File: src/rtl/display_arbiter_pkg.sv
// Shared constants, state encoding and helpers for the seven-segment display arbiter.
// The optional winner flashing is enabled with DISPLAY_ARBITER_FLASH_EN.
package display_arbiter_pkg;

    typedef logic [1:0] arbStateT;

    localparam arbStateT ST_IDLE    = 2'd0;
    localparam arbStateT ST_SCORE   = 2'd1;
    localparam arbStateT ST_WINNER  = 2'd2;
    localparam arbStateT ST_INVALID = 2'd3;

    localparam logic [7:0] SEG_BLANK = 8'hFF;

    // One-hot grant, bit order {invalid, winner, score}.
    localparam logic [2:0] GNT_NONE    = 3'b000;
    localparam logic [2:0] GNT_SCORE   = 3'b001;
    localparam logic [2:0] GNT_WINNER  = 3'b010;
    localparam logic [2:0] GNT_INVALID = 3'b100;

    function automatic logic [3:0] digitSelect(input logic [1:0] idx);
        case (idx)
            2'd0:    return 4'b0111;
            2'd1:    return 4'b1011;
            2'd2:    return 4'b1101;
            default: return 4'b1110;
        endcase
    endfunction

    function automatic logic [2:0] grantOf(input arbStateT st);
        case (st)
            ST_SCORE:   return GNT_SCORE;
            ST_WINNER:  return GNT_WINNER;
            ST_INVALID: return GNT_INVALID;
            default:    return GNT_NONE;
        endcase
    endfunction

    // A counter for a modulus of 1 still needs one bit to exist.
    function automatic int counterWidth(input int n);
        return (n > 1) ? $clog2(n) : 1;
    endfunction

endpackage

File: src/rtl/digit_scanner.sv
// Digit prescaler: holds each digit for SCAN_DIV cycles and drives the registered
// active-low digit select alongside the current digit index.
module digit_scanner
    import display_arbiter_pkg::*;
#(
    parameter int SCAN_DIV = 50000
) (
    input  logic       CLK,
    input  logic       RESET,
    output logic [1:0] digitIdx,
    output logic [0:3] ssSel
);

    localparam int                SCAN_W    = counterWidth(SCAN_DIV);
    localparam logic [SCAN_W-1:0] SCAN_LAST = SCAN_W'(SCAN_DIV - 1);

    logic [SCAN_W-1:0] scanCnt;

    // NOTE: sequential state uses non-blocking assignments so every register samples
    // pre-edge values; blocking here would create order-dependent simulation races.
    always_ff @(posedge CLK or posedge RESET) begin
        if (RESET) begin
            scanCnt  <= '0;
            digitIdx <= '0;
            ssSel    <= 4'b1111;
        end else begin
            ssSel <= digitSelect(digitIdx);
            if (scanCnt == SCAN_LAST) begin
                scanCnt  <= '0;
                digitIdx <= digitIdx + 2'd1;
            end else begin
                scanCnt <= scanCnt + SCAN_W'(1);
            end
        end
    end

endmodule

File: src/rtl/display_arbiter.sv
// Fixed-priority, minimum-hold arbiter for the shared four-digit display plus output mux.
// Define DISPLAY_ARBITER_FLASH_EN to flash the winner message with half-period FLASH_DIV.
module display_arbiter
    import display_arbiter_pkg::*;
#(
    parameter int SCAN_DIV    = 50000,
    parameter int HOLD_CYCLES = 100000000
`ifdef DISPLAY_ARBITER_FLASH_EN
    ,
    parameter int FLASH_DIV   = 25000000
`endif
) (
    input  logic        CLK,
    input  logic        RESET,
    input  logic        req_score,
    input  logic        req_winner,
    input  logic        req_invalid,
    input  logic [31:0] seg_score,
    input  logic [31:0] seg_winner,
    input  logic [31:0] seg_invalid,
    output logic [0:3]  ssSel,
    output logic [0:7]  ssDisp,
    output logic [2:0]  gnt,
    output logic        gnt_change
);

    localparam int                HOLD_W    = counterWidth(HOLD_CYCLES);
    localparam logic [HOLD_W-1:0] HOLD_LAST = HOLD_W'(HOLD_CYCLES - 1);

    arbStateT          state;
    arbStateT          stateNext;
    arbStateT          bestState;
    logic [HOLD_W-1:0] holdCnt;
    logic              holdDone;
    logic              curReq;
    logic [1:0]        digitIdx;
    logic [31:0]       srcPattern;
    logic [7:0]        digitPattern;
    logic              blankNow;

    digit_scanner #(
        .SCAN_DIV (SCAN_DIV)
    ) u_scanner (
        .CLK      (CLK),
        .RESET    (RESET),
        .digitIdx (digitIdx),
        .ssSel    (ssSel)
    );

    assign holdDone = (holdCnt == HOLD_LAST);

    // NOTE: every combinational output gets a default before the case so that no
    // path leaves it unassigned and infers a latch.
    always_comb begin
        bestState = ST_IDLE;
        if (req_invalid)     bestState = ST_INVALID;
        else if (req_winner) bestState = ST_WINNER;
        else if (req_score)  bestState = ST_SCORE;
    end

    always_comb begin
        curReq = 1'b0;
        case (state)
            ST_SCORE:   curReq = req_score;
            ST_WINNER:  curReq = req_winner;
            ST_INVALID: curReq = req_invalid;
            default:    curReq = 1'b0;
        endcase
    end

    // Invalid preempts anything; otherwise a live owner keeps the display until its hold expires.
    always_comb begin
        stateNext = state;
        if (req_invalid && (state != ST_INVALID)) stateNext = ST_INVALID;
        else if (!(curReq && !holdDone))          stateNext = bestState;
    end

    always_ff @(posedge CLK or posedge RESET) begin
        if (RESET) begin
            state      <= ST_IDLE;
            holdCnt    <= '0;
            gnt_change <= 1'b0;
        end else begin
            state      <= stateNext;
            gnt_change <= (stateNext != state);
            if ((stateNext != state) || (state == ST_IDLE)) holdCnt <= '0;
            else if (!holdDone)                             holdCnt <= holdCnt + HOLD_W'(1);
        end
    end

    assign gnt = grantOf(state);

    always_comb begin
        srcPattern = {4{SEG_BLANK}};
        case (state)
            ST_SCORE:   srcPattern = seg_score;
            ST_WINNER:  srcPattern = seg_winner;
            ST_INVALID: srcPattern = seg_invalid;
            default:    srcPattern = {4{SEG_BLANK}};
        endcase
    end

    assign digitPattern = srcPattern[{digitIdx, 3'b000} +: 8];

`ifdef DISPLAY_ARBITER_FLASH_EN
    localparam int                 FLASH_W    = counterWidth(FLASH_DIV);
    localparam logic [FLASH_W-1:0] FLASH_LAST = FLASH_W'(FLASH_DIV - 1);

    logic [FLASH_W-1:0] flashCnt;
    logic               flashOff;

    // Phase restarts "on" at every entry into WINNER so the message is visible first.
    always_ff @(posedge CLK or posedge RESET) begin
        if (RESET) begin
            flashCnt <= '0;
            flashOff <= 1'b0;
        end else if ((state != ST_WINNER) || (stateNext != ST_WINNER)) begin
            flashCnt <= '0;
            flashOff <= 1'b0;
        end else if (flashCnt == FLASH_LAST) begin
            flashCnt <= '0;
            flashOff <= ~flashOff;
        end else begin
            flashCnt <= flashCnt + FLASH_W'(1);
        end
    end

    assign blankNow = flashOff && (state == ST_WINNER);
`else
    assign blankNow = 1'b0;
`endif

    // Registered on the same edge as ssSel so digit select and segments stay coherent.
    always_ff @(posedge CLK or posedge RESET) begin
        if (RESET) ssDisp <= SEG_BLANK;
        else       ssDisp <= blankNow ? SEG_BLANK : digitPattern;
    end

endmodule

File: config.mk
export PLATFORM = sky130hd
export DESIGN_NAME = display_arbiter
export DESIGN_NICKNAME = d
export VERILOG_FILES = /design/src/rtl/display_arbiter_pkg.sv /design/src/rtl/digit_scanner.sv /design/src/rtl/display_arbiter.sv
export SDC_FILE = /design/constraint.sdc
export NUM_CORES = 1
export LEC_CHECK = 0
export ABC_AREA = 1
export CORE_MARGIN = 10
export CORE_UTILIZATION = 48
export DETAILED_ROUTE_END_ITERATION = 10
export PLACE_DENSITY = 0.81
export SYNTH_ARGS = -nofsm -noshare
export SYNTH_HDL_FRONTEND = slang
export SYNTH_SLANG_ARGS = --single-unit
File: constraint.sdc
create_clock -name CLK -period 2 [get_ports CLK]
set_input_delay 0.3 -clock CLK [delete_from_list [all_inputs] [get_ports CLK]]
set_output_delay 0.3 -clock CLK [all_outputs]
set_load 0.1 [all_outputs]
* Word level (Yosys, flattened, before mapping)
Index checks and enable logic that the tools add are counted.
** Operators by class
- Shift-type cells :: 1
- Div/mod/pow operators :: 0
- Multipliers :: 0
- Bitwise logic cells :: 0
- Equal/unequal tests :: 10
- Reduce and logical (&&, ||, !) cells :: 6
- Mux-type cells :: 12
- $lt $le $gt $ge :: 0
- Add/subtract/negate cells :: 3
** Operator list (count)
- 32-bit one-hot mux with 3 select lines :: 1
- 27-bit 2-to-1 mux :: 2
- 32-bit by 6-bit variable part select with 8-bit output :: 1
- 27-bit by 1-bit adder with 27-bit output (second input constant) :: 1
- 27-bit equality test (second input constant) :: 1
- 16-bit by 1-bit adder with 16-bit output (second input constant) :: 1
- 16-bit equality test (second input constant) :: 1
- 16-bit 2-to-1 mux :: 1
- 4-bit one-hot mux with 3 select lines :: 1
- 3-bit one-hot mux with 3 select lines :: 1
- 2-bit 2-to-1 mux :: 4
- 2-bit equality test (second input constant) :: 3
- 2-bit by 1-bit equality test with 1-bit output (second input constant) :: 2
- 2-bit zero test :: 2
- 1-bit one-hot mux with 3 select lines :: 1
- 2-bit by 1-bit adder with 2-bit output (second input constant) :: 1
- 1-bit logical AND :: 2
- 2-bit by 1-bit inequality test with 1-bit output (second input constant) :: 1
- 2-bit inequality test :: 1
- 2-bit inequality test (second input constant) :: 1
- 1-bit zero test :: 1
- 1-bit logical OR :: 1
- 1-bit 2-to-1 mux :: 1
** Storage, ports and cells
- Register bits :: 60
- Memories kept :: 0
- Bits in read-only memories :: 0
- Input bits :: 101
- Latch bits :: 0
- RAM bits :: 0

* Logic depth before layout (Yosys ltp)
Gate-level depths: netlist of run 1.
- Word-level depth :: 8
- Gate-level depth with buffers :: 14

* Modules after synthesis
A second synthesis of run 1 with hierarchy kept.
** Unflattened totals
- Cell total of the unflattened synthesis :: 545
- Area total of the unflattened synthesis :: 4042.6 um2
** Modules (own cells, without submodules)
- display_arbiter :: area each 2819.0 um2, times used 1, cells each 399
- digit_scanner :: area each 1223.7 um2, times used 1, cells each 146

* Least setup slack after synthesis of run 1
No wires, ideal clock.
- Path type :: register -> register
- Start :: reg state[0]
- End :: reg ssDisp[7] (netlist name)
- Stages on the path, launching flop included :: 7
- Clock period less this slack :: 2310 ps
- Data arrival time :: 2228 ps
- Setup time :: 83 ps
- Path buffers :: 2
- Setup slack :: -310 ps
- Path through :: dfrtp_1 > nand2_1 > inv_1 > buf_2 > buf_1 > a211oi_1 > o211ai_1
** On the way
- Longest elaborated chain between the ends :: 3
- Elaborated cells between the ends (all ways) :: 5
** Ends and longest elaborated chain
- from (decl) :: RTL line display_arbiter.sv:30 : arbStateT state;
- from (signal assigned) :: RTL line display_arbiter.sv:84 : state <= stateNext;
- 2-bit equality test or 2-bit by 1-bit equality test with 1-bit output (tied branches) :: RTL line display_arbiter.sv:95 : case (state)
- 32-bit one-hot mux with 3 select lines (*) :: RTL line display_arbiter.sv:95
- 32-bit by 6-bit variable part select with 8-bit output (*) :: RTL line display_arbiter.sv:103 : assign digitPattern = srcPattern[{digitIdx, 3'b000} +: 8];
- named net digitPattern[0] :: RTL line display_arbiter.sv:38 : logic [7:0] digitPattern;
- to (signal assigned) :: RTL line display_arbiter.sv:136 : else ssDisp <= blankNow ? SEG_BLANK : digitPattern;
- to (decl) :: RTL line display_arbiter.sv:22 : output logic [0:7] ssDisp,
Mark *: on every way through the listed nets, which the timed path passes. The rest lies on a longest branch.
A chain may end at the register's enable or synchronous reset.

* Final worst setup path of run 1
- Start :: reg state[0]
- End :: out gnt[2]
** On the way
- Longest elaborated chain between the ends :: 2
- Elaborated cells between the ends (all ways) :: 4
** Ends and longest elaborated chain
- 2-bit equality test or 2-bit by 1-bit equality test with 1-bit output (tied branches) :: RTL line display_arbiter_pkg.sv:30 : case (st)
- 3-bit one-hot mux with 3 select lines (*) :: RTL line display_arbiter_pkg.sv:30
- to (decl) :: RTL line display_arbiter.sv:23 : output logic [2:0] gnt,
Mark *: on every way between the ends. The rest lies on a longest branch, timed or not.

==> results of run 1 <==
sequential cells by signal (all words and copies together), names as in the netlist:
signal              count
u_scanner.ssSel         4
ssDisp                  8
u_scanner.scanCnt      16
u_scanner.digitIdx      2
state                   2
gnt_change              1
holdCnt                27
cell families after synthesis:
kind of cell / synth area share, %
xor+xnor: 5.20
flops: 39.2
buf+inv: 7.98
fa+ha+maj: 1.94
simple gates: 38.8
compound gates: 6.92
per-stage QoR:
stage	util (%)	std cells
after floorplan	-	503
after global placement	67.3	724
after detailed placement	67.3	724
after CTS	69.6	740
after global routing	72.2	752
final	72.2	752
routing by layer:
layer	vias to the layer above	track usage, %
met3	32	6.44
met5	-	0
li1	1925	-
met4	0	6.88
met2	154	38.4
met1	1852	21.6
repair_timing:
| action | CTS | global route |
|---|---|---|
| endpoints found under the setup margin | 1 | 31 |
| buffers inserted | 0 | 9 |
| pin swaps | 0 | 6 |
| gates resized for setup | 1 | 26 |
| gates cloned | 0 | 2 |
layout by cell type, fill, tap and decap left out, types with 2 or more instances in the layout:
master,instances
o21ai_0,9
o311ai_0,7
xor2_1,18
clkbuf_1,3
nand3_2,3
clkbuf_16,2
dfstp_2,12
nor3_1,8
inv_2,4
nor4_1,3
dfrtp_1,48
nor2_1,33
nand3_1,38
xnor2_1,4
buf_12,6
clkbuf_8,10
ha_1,4
a211oi_1,4
nand4_1,31
nor2_4,22
clkinv_2,3
clkdlybuf4s50_1,100
inv_1,50
nor2_2,9
buf_4,36
nand2_1,138
a21oi_1,9
a22o_1,5
nand2_2,13
power groups by stage:
stage               registers [mW]  logic (mW)  clock network (mW)
global placement              1.48        3.15                   0
global route                  1.50        3.68                1.01
detailed placement            1.49        3.22                   0
CTS                           1.47        3.22               0.949
floorplan                     2.18        1.63                   0
finish                        1.48        3.47               0.933
final cells by class:
class                           instances  area share [%]
Multi-Input combinational cell        372            38.0
Sequential cell                        60            27.0
Timing Repair Buffer                  145            25.9
Inverter                               56            3.79
Clock buffer                           13            2.66
Tap cell                              102            2.28
Clock inverter                          3           0.268
Antenna cell                            1          0.0446
worst max-delay path by stage:
stage	end	slack (ps)	cells after the start
floorplan	ssDisp[7]	100	9
global placement	holdCnt[13]	100	11
CTS	holdCnt[18]	10	10
finish	gnt[2]	90	4
global route	holdCnt[13]	-40	14
detailed placement	holdCnt[13]	20	11
==> metrics.csv, run 1 <==
stage,metric,value,unit
routing,met3 wire length,728,um
sta,Final Hold Vio Count,0,
routing,Detailed Route WL,12300,um
floorplanning,Core Box Area,0.00777,mm2
setup_path,CP Max Fanout,19,
routing,DRT Pass-1 Iters,5,
sta,final worst slack,85.2,ps
cells_and_area,nets,751,
pwr,Worst IR Drop VDD,0.000764,V
synthesis,largest cells by area after synthesis,"dfrtp_1 31%, nand2_1 14%, dfstp_2 8.1%",
clocking,CTS sink count,60,
routing,Highest Signal Layer,met4,
sta,slew margin rel.,67.1,%
routing,vias per inst,5.27,
pwr,Pwr Total,5.88,mW
setup_path,R2R Path Start,holdCnt[1],
sta,Layout Skew,9.54,ps
routing,initial DRC count,189,
pwr,sequential cell fraction of total power,25.2,%
floorplanning,Die Y,110,um
setup_path,reg2reg path depth,14,
sta,Fmax achieved,522,MHz
global_route,vias in the first global route,4044,
setup_path,Worst Setup End Kind,primary output,
synthesis,Synth Area per Inst,7.70,um2
floorplanning,die area,0.0121,mm2
sta,Setup TNS Final,0,ps
synthesis,main flop type after synthesis,dfrtp_1,
routing,wire length on met1,4450,um
synthesis,Yosys top cell area share,31.0,%
synthesis,"FF+latch count, synth",60,
clocking,CTS tree,yes,
clocking,hold buffers post-CTS,0,
synthesis,Yosys Warn Count,0,
pwr,clock share of power,15.9,%
sta,Final Setup Violations,0,
pwr,Int Pwr,3.08,mW
floorplanning,Die Width,110,um
pwr,logic gate share of total power,58.9,%
setup_path,number of buffers and inverters on the critical path,3,
routing,wire length on met2,6750,um
global_route,total grt overflow,0,
cells_and_area,final instance area,0.00561,mm2
place,pre-CTS setup slack,24.0,ps
clocking,CTS Root Cell,clkbuf_8,
global_route,first-pass GRT wire length,19500,um
setup_path,CP max stage delay,510,ps
hold_path,Hold Crit Class,in2async,
cells_and_area,# fillers,588,
sta,Tightest Pin Transition,493,ps
floorplanning,row count,32,
synthesis,"count leader, synth",nand2_1,
setup_path,kind of critical path,reg2out,
floorplanning,Initial Util,49.8,%
setup_path,"delay-heaviest family, CP",buffers and inverters,
pwr,switching pwr,2.80,mW
clocking,CTS Buf Count,9,
pwr,switching share of power,47.6,%
clocking,Clock Path Buffers,2,
synthesis,cell taking the most area after synthesis,dfrtp_1,
global_route,All-Layer GR Usage,20.7,%
run_status,outcome,finished clean,
sta,unrepaired setup endpoints after global routing,yes,
place,DP Wirelength,9570,um
routing,via count of the routed design,3963,
clocking,clk slew on worst S/H paths,60,ps
routing,routed len/inst,16.4,um
sta,max-slew violation count,0,
synthesis,post-synthesis sequential area ratio,39.2,%
routing,post-route ant nets,0,
synthesis,Post-Syn Area,0.00387,mm2
clocking,clock latency at the later pin of the worst-skew pair,340,ps
setup_path,Reg2Reg Setup Slack,100,ps
cells_and_area,share of cells above drive strength 1,20.0,%
pwr,Pleak,2.41,nW
setup_path,Critical Path Slowest Stage Cell,dfrtp_1,
place,DP Area,0.00523,mm2
sta,period utilization,95.7,%
setup_path,crit path launch type,register,
floorplanning,num ports,117,
sta,fin crit period,1910,ps
clocking,# H-tree levels,3,
synthesis,Syn Inst Count,503,
pwr,Power per Cell Area,1050,mW/mm2
place,gpl congestion,1.01,
setup_path,Worst EP required,1700,ps
setup_path,CP startpoint,state[0],
routing,drt drc,0,
sta,WHS,309,ps
synthesis,"EDFF count, synth",0,
cells_and_area,Area Growth Syn to Fin,44.9,%
synthesis,Synth top cells by count,"141 x nand2_1, 54 x inv_1, 48 x dfrtp_1",
setup_path,CP Data Arrival Time,1610,ps
global_route,initial antenna violation count,1,
global_route,largest net degree at the start of global routing,24,
flow_run,number of max-cap violations,0,
synthesis,Synth Net Count,610,
place,Buffers on Ports,116,
synthesis,distinct cell type count after synthesis,36,
cells_and_area,Multi-input gate area,0.00213,mm2
setup_path,crit path cell chain,nand2_2 > inv_1 > buf_4 > buf_12,
setup_path,RR Endpoint,holdCnt[9],
synthesis,Post-synth ARST share,100,%
cells_and_area,FF/Latch Area,0.00152,mm2
Power figures use the tool's default switching activity.
==> run 2: changes to the inputs <==
--- a/config.mk
+++ b/config.mk
@@ -6,10 +6,12 @@
 export NUM_CORES = 1
 export LEC_CHECK = 0
 export ABC_AREA = 1
+export CELL_PAD_IN_SITES_DETAIL_PLACEMENT = 2
+export CELL_PAD_IN_SITES_GLOBAL_PLACEMENT = 2
 export CORE_MARGIN = 10
-export CORE_UTILIZATION = 48
+export CORE_UTILIZATION = 26
 export DETAILED_ROUTE_END_ITERATION = 10
-export PLACE_DENSITY = 0.81
+export PLACE_DENSITY_LB_ADDON = 0.1
 export SYNTH_ARGS = -nofsm -noshare
 export SYNTH_HDL_FRONTEND = slang
 export SYNTH_SLANG_ARGS = --single-unit
==> run 2 against run 1 <==
  * The run now ends with setup timing left
  * Via count up 2.6%
  * Die area rose by 67%
  * Register-to-register slack got worse by 170 ps
  * Final area is 8.6% higher
  * Hold slack got worse by 40 ps
  * Clock-buffer cell count shrank 3
  * Clock skew is 3.7 ps lower
  * Clock power is 82% higher
  * Power grew 21%
  * Critical path type is now reg2reg
  * Largest power group unchanged
==> metrics.csv, run 2 (same netlist as run 1, synthesis figures left out) <==
stage,metric,value,unit,change
run_status,outcome,finished with violations,,
run_status,violated checks,setup timing,,
sta,unrepaired setup endpoints after global routing,yes,,
global_route,All-Layer GR Usage,16.3,%,-4.4 points
routing,drt drc,0,,unchanged
routing,DRT Pass-1 Iters,4,,-1
cells_and_area,final design utilization,41.7,%,-30 points
setup_path,RR Endpoint,holdCnt[3],,
place,DP Wirelength,12600,um,+32%
setup_path,Worst Setup End Kind,register,,
setup_path,"delay-heaviest family, CP",simple AND/OR/NAND/NOR gates,,
setup_path,CP Data Arrival Time,2340,ps,+730 ps
floorplanning,Initial Util,26.5,%,-23 points
setup_path,crit path cell chain,nand2_2 > nor2_2 > nand2_4 > nor2_4 > nand2_2 > nand3_2 > nand2_2 > nand2_2 > nand2_2 > nand2_2 > nand3_4 > buf_12 > buf_16 > nor2_4,,
cells_and_area,Top reg by flops,holdCnt,,
setup_path,Critical Path Slowest Stage Cell,dfrtp_1,,
clocking,CTS tree,yes,,
cells_and_area,nets,768,,+2.3%
global_route,first-pass GRT wire length,26000,um,+34%
clocking,CTS sink count,60,,unchanged
cells_and_area,share of cells above drive strength 1,23.9,%,+3.8 points
setup_path,CP most frequent cell,nand2_2,,
routing,vias per inst,4.79,,-9.2%
sta,WHS,268,ps,-40.2 ps
cells_and_area,final instance area,0.00609,mm2,+8.6%
floorplanning,row count,44,,+38%
sta,slew margin rel.,60.4,%,-6.7 points
setup_path,R2R Path Start,holdCnt[4],,
place,Buffers on Ports,116,,unchanged
place,gpl congestion,0.775,,-23%
setup_path,CP Max Fanout,6,,-13
setup_path,Worst EP required,2270,ps,+570 ps
cells_and_area,"commonest cells after routing, fill and taps aside","138 x nand2_1, 100 x clkdlybuf4s50_1, 48 x inv_1, 48 x dfrtp_1, 48 x buf_4",,
setup_path,reg2reg path depth,14,,unchanged
sta,max-slew violation count,0,,unchanged
clocking,# H-tree levels,3,,unchanged
pwr,Power per Cell Area,1170,mW/mm2,+11%
place,DP Area,0.00546,mm2,+4.4%
setup_path,number of buffers and inverters on the critical path,2,,-1
sta,Layout Skew,5.83,ps,-3.71 ps
setup_path,crit path launch type,register,,
cells_and_area,"leading cell type in the layout, fill and taps excluded",nand2_1,,
pwr,Worst IR Drop VDD,0.00109,V,+43%
clocking,Clock Path Buffers,2,,unchanged
routing,initial DRC count,128,,-32%
global_route,initial antenna violation count,0,,-1
sta,Fmax achieved,482,MHz,-7.6%
hold_path,Hold Crit Class,in2async,,
pwr,Pwr Total,7.12,mW,+21%
clocking,CTS Buf Count,9,,unchanged
clocking,clock latency at the later pin of the worst-skew pair,340,ps,about the same
setup_path,kind of critical path,reg2reg,,
place,pre-CTS setup slack,-80.2,ps,-104 ps
setup_path,Reg2Reg Setup Slack,-70,ps,-170 ps
clocking,clk slew on worst S/H paths,60,ps,about the same
global_route,vias in the first global route,4807,,+19%
cells_and_area,Area Growth Syn to Fin,57.3,%,
global_route,total grt overflow,0,,unchanged
pwr,Pleak,2.57,nW,+6.5%
floorplanning,Die Y,142,um,+29%
clocking,CTS Root Cell,clkbuf_16,,
sta,fin crit period,2070,ps,+158 ps
routing,post-route ant nets,0,,unchanged
cells_and_area,max reg flops,27,,unchanged
floorplanning,num ports,117,,unchanged
floorplanning,Core Box Area,0.0146,mm2,+88%
sta,Final Setup Violations,27,,+27
routing,Detailed Route WL,16600,um,+34%
flow_run,number of max-cap violations,0,,unchanged
routing,routed len/inst,19.5,um,+19%
global_route,largest net degree at the start of global routing,34,,+42%
cells_and_area,Inserted Diodes,0,,-1
sta,period utilization,104,%,+7.9 points
routing,via count of the routed design,4068,,+2.6%
sta,final worst slack,-72.7,ps,-158 ps
sta,Final Hold Vio Count,0,,unchanged
floorplanning,Die Width,142,um,+29%
sta,Tightest Pin Transition,589,ps,+96.3 ps
setup_path,CP max stage delay,460,ps,-50 ps
cells_and_area,biggest regs,"holdCnt: 27 flops, u_scanner.scanCnt: 16 flops, ssDisp: 8 flops",,
floorplanning,die area,0.0202,mm2,+67%
-- run 2: cell types whose count changed in the layout (fill, tap and decap cells not counted), moves of 2 or more --
cell        before  now
buf_4           36   48
clkbuf_8        10    0
clkbuf_16        2   10
nor2_1          33   25
nor2_2           9   16
buf_12           6   11
clkinvlp_4       0    3
bufinv_16        0    2
clkbuf_1         3    1
clkinv_2         3    1
inv_1           50   48
-- run 2: layout make-up --
type,instances,area [um2]
timing repair buffer,162,1650
fill,1626,8500
multi-input combinational,372,2160
tap,184,230
clock buffer,10,229
sequential,60,1520
clock inverter,6,88.8
inverter,56,216
-- run 2: metal layers --
layer / track usage (%) / routed length [um]
met3: 4.81 / 763
met1: 17.2 / 6390
met4: 3.50 / 136
met2: 30.9 / 9290
met5: 0 / 0
-- run 2: worst reg2reg max path: stages (launching register included) --
cell and delay (ps):
dfrtp_1 460, nand2_2 110, nor2_2 200, nand2_4 100, nor2_4 80, nand2_2 90
nand3_2 100, nand2_2 70, nand2_2 80, nand2_2 50, nand2_2 110, nand3_4 120
buf_12 150, buf_16 140, nor2_4 120
-- run 2: worst max path at each step --
stage	slack [ps]	startpoint	cells after the start	endpoint
floorplan	100	state[1]	9	ssDisp[7]
global placement	20	req_invalid	11	holdCnt[21]
detailed placement	-80	holdCnt[0]	10	holdCnt[18]
CTS	0.6	u_scanner.scanCnt[0]	11	u_scanner.scanCnt[12]
global route	-210	holdCnt[9]	15	holdCnt[3]
finish	-70	holdCnt[4]	14	holdCnt[3]
-- run 2: what timing repair did --
| action | CTS | global route |
|---|---|---|
| hold buffers | 0 | 0 |
| pin swaps | 1 | 10 |
| endpoints found under the setup margin | 28 | 32 |
| resized for setup | 8 | 32 |
| endpoints found under the hold margin | 0 | 0 |
| cloned | 1 | 1 |
| setup buffers | 6 | 11 |
-- run 2: metrics by stage --
step                      setup TNS (ps)  std cells
final                               -621        850
after global routing               -4850        850
after CTS                              0        839
after detailed placement            -696        816
after global placement                 0        816
after floorplan                        0        503
-- run 2: power by group --
group | switching, mW | total (mW) | internal [mW]
Combinational | 2.47 | 3.92 | 1.45
Sequential | 0.0905 | 1.49 | 1.40
Clock | 0.613 | 1.70 | 1.09
Total | 3.17 | 7.12 | 3.95
==> RTL change, RTL diff (settings of run 2) <==
`SCAN_DIV` is set to 50000 in 2 places; all go to 100000.
--- a/src/rtl/digit_scanner.sv
+++ b/src/rtl/digit_scanner.sv
@@ -5,3 +5,3 @@
 #(
-    parameter int SCAN_DIV = 50000
+    parameter int SCAN_DIV = 100000
 ) (
--- a/src/rtl/display_arbiter.sv
+++ b/src/rtl/display_arbiter.sv
@@ -5,3 +5,3 @@
 #(
-    parameter int SCAN_DIV    = 50000,
+    parameter int SCAN_DIV    = 100000,
     parameter int HOLD_CYCLES = 100000000
Function: same outputs for any inputs over 10 cycles, from zero or initial values and one cycle with RESET high; that may be too few to reach the edited logic, so the function may still have changed.
==> RTL change against run 2 <==
- power decreased by 2.4%
- sequential cell count increased by 1
- highest routed layer unchanged
- synthesized cell count increased by 2.6%
- critical endpoint is now holdCnt[10]$_DFFE_PP0P_
- final area increased by 0.23%
- worst setup slack improved by 92 ps
- die area increased by 0.25%
- wire length decreased by 4.0%
- synthesized area increased by 0.29%
==> RTL change: results (changes against run 2) <==
| Metric | Value |
|---|---|
| Worst vdd ir | 0.896 mV (-18%) |
| Sequential area share after synthesis | 39.7% (+0.53 points) |
| Fillers | 1695 (+4.2%) |
| First-pass GRT wire length | 24.9 mm (-4.2%) |
| Layout cells sized above 1 | 22.7% (-1.2 points) |
| Worst-Margin Slew | 591 ps (+1.84 ps) |
| Outcome | finished clean |
| Reg2Reg Setup Slack | 20 ps (+90 ps) |
| Maximum fanout along the worst path | 7 (+1) |
| Crit Reg-Reg Startpoint | holdCnt[1]$_DFFE_PP0P_ |
| H-tree depth | 3 (unchanged) |
| Max stage delay on crit path | 410 ps (-50 ps) |
| Leakage dissipation | 2.58 nW (+0.26%) |
| Clock skew | 8.05 ps (+2.23 ps) |
| DRT Wirelength | 15.9 mm (-4.0%) |
| Initial antenna violation count | 1 (+1) |
| Top flop regs | holdCnt (27), u_scanner.scanCnt (17), ssDisp (8) |
| Post-DP HPWL | 11.9 mm (-5.9%) |
| Worst Reg-to-Reg Cells | 14 (unchanged) |
| Total GRT Usage | 15.5% (-0.81 points) |
| DRT iter0 DRCs | 137 (+7.0%) |
| RR Endpoint | holdCnt[10]$_DFFE_PP0P_ |
| Leading post-synthesis cells by cell area | dfrtp_1, nand2_1, dfstp_2 |
| Largest net degree at the start of global routing | 62 (+82%) |
| Final nets | 771 (+0.39%) |
| Top post-synthesis cells by count | nand2_1, inv_1, dfrtp_1 |
| RePlAce Congestion | 0.789 (+1.8%) |
| Number of global-route vias before repair | 4702 (-2.2%) |
| Via count | 4077 (+0.22%) |
| Worst EP arrival | 2250 ps (-90 ps) |
-- RTL change: cell count changes in the layout (fill, tap and decap cells not counted), moves of 4 or more --
cell / change
nand3_1: +4
nand2_1: -9
nand2_4: +4
inv_1: +6
nor2_1: +9
-- RTL change: where the power goes --
group / switching, mW / internal (mW) / leakage (nW) / total, mW
sequential: 0.0759 / 1.42 / 0.786 / 1.50
clock: 0.608 / 1.25 / 0.165 / 1.86
combinational: 2.36 / 1.23 / 1.63 / 3.59
-- RTL change: worst min-delay path, delay by kind of cell --
family,cells,cell delay (ps)
buffers and inverters,3,780
-- RTL change: kinds of logic after synthesis --
kind of cell               count (synthesis)  synth area share, %
AOI/OAI and AO/OA                         41                 7.38
xor gates and xnor gates                  23                 5.19
adders and majority gates                  6                 1.93
buffers and inverters                     81                 8.48
DFF                                       61                 39.7
and+or+nand+nor                          304                 37.3
-- RTL change: how the worst max path moves through the flow --
stage,endpoint,cells after the start,from,slack (ps)
finish,holdCnt[10]$_DFFE_PP0P_,14,holdCnt[1]$_DFFE_PP0P_,20
global route,holdCnt[10]$_DFFE_PP0P_,14,holdCnt[1]$_DFFE_PP0P_,-110
detailed placement,holdCnt[18]$_DFFE_PP0P_,10,holdCnt[0]$_DFFE_PP0P_,-20
global placement,holdCnt[18]$_DFFE_PP0P_,10,holdCnt[0]$_DFFE_PP0P_,70
floorplan,ssDisp[1]$_DFF_PP1_,8,state[1]$_DFF_PP0_,160
CTS,holdCnt[21]$_DFFE_PP0P_,14,holdCnt[10]$_DFFE_PP0P_,2
-- RTL change: per-stage QoR --
stage               setup TNS [ps]  hold slack, ps  std cells  cell area (um^2)
finish                           0             350        854              6100
floorplan                        0             455        516              3890
detailed placement           -27.5             494        817              5390
global route                 -2280             376        854              6100
global placement                 0             472        817              5390
CTS                              0             357        834              5750
-- RTL change: repair_timing --
item                                    4_1_cts  5_1_grt
cloned                                        0        2
endpoints found under the setup margin       27       31
hold buffers                                  0        0
gates resized for setup                       4       46
endpoints found under the hold margin         0        0
pin swaps                                     0       15
buffers inserted                              1       17
-- RTL change: layout make-up --
type | instances | area share, %
clock buffer | 10 | 3.92
clock inverter | 6 | 1.80
sequential | 61 | 25.3
timing repair buffer | 156 | 25.6
tap | 184 | 3.77
multi-input combinational | 374 | 35.8
antenna | 1 | 0.0410
inverter | 62 | 3.81
-- RTL change: metal layers --
| metal | wire length [um] | up-vias | GRT usage, % |
|---|---|---|---|
| li1 | - | 1974 | - |
| met3 | 693 | 15 | 4.47 |
| met1 | 6350 | 2030 | 16.9 |
| met5 | 0 | - | 0 |
| met4 | 193 | 0 | 4.14 |
| met2 | 8680 | 58 | 28.3 |
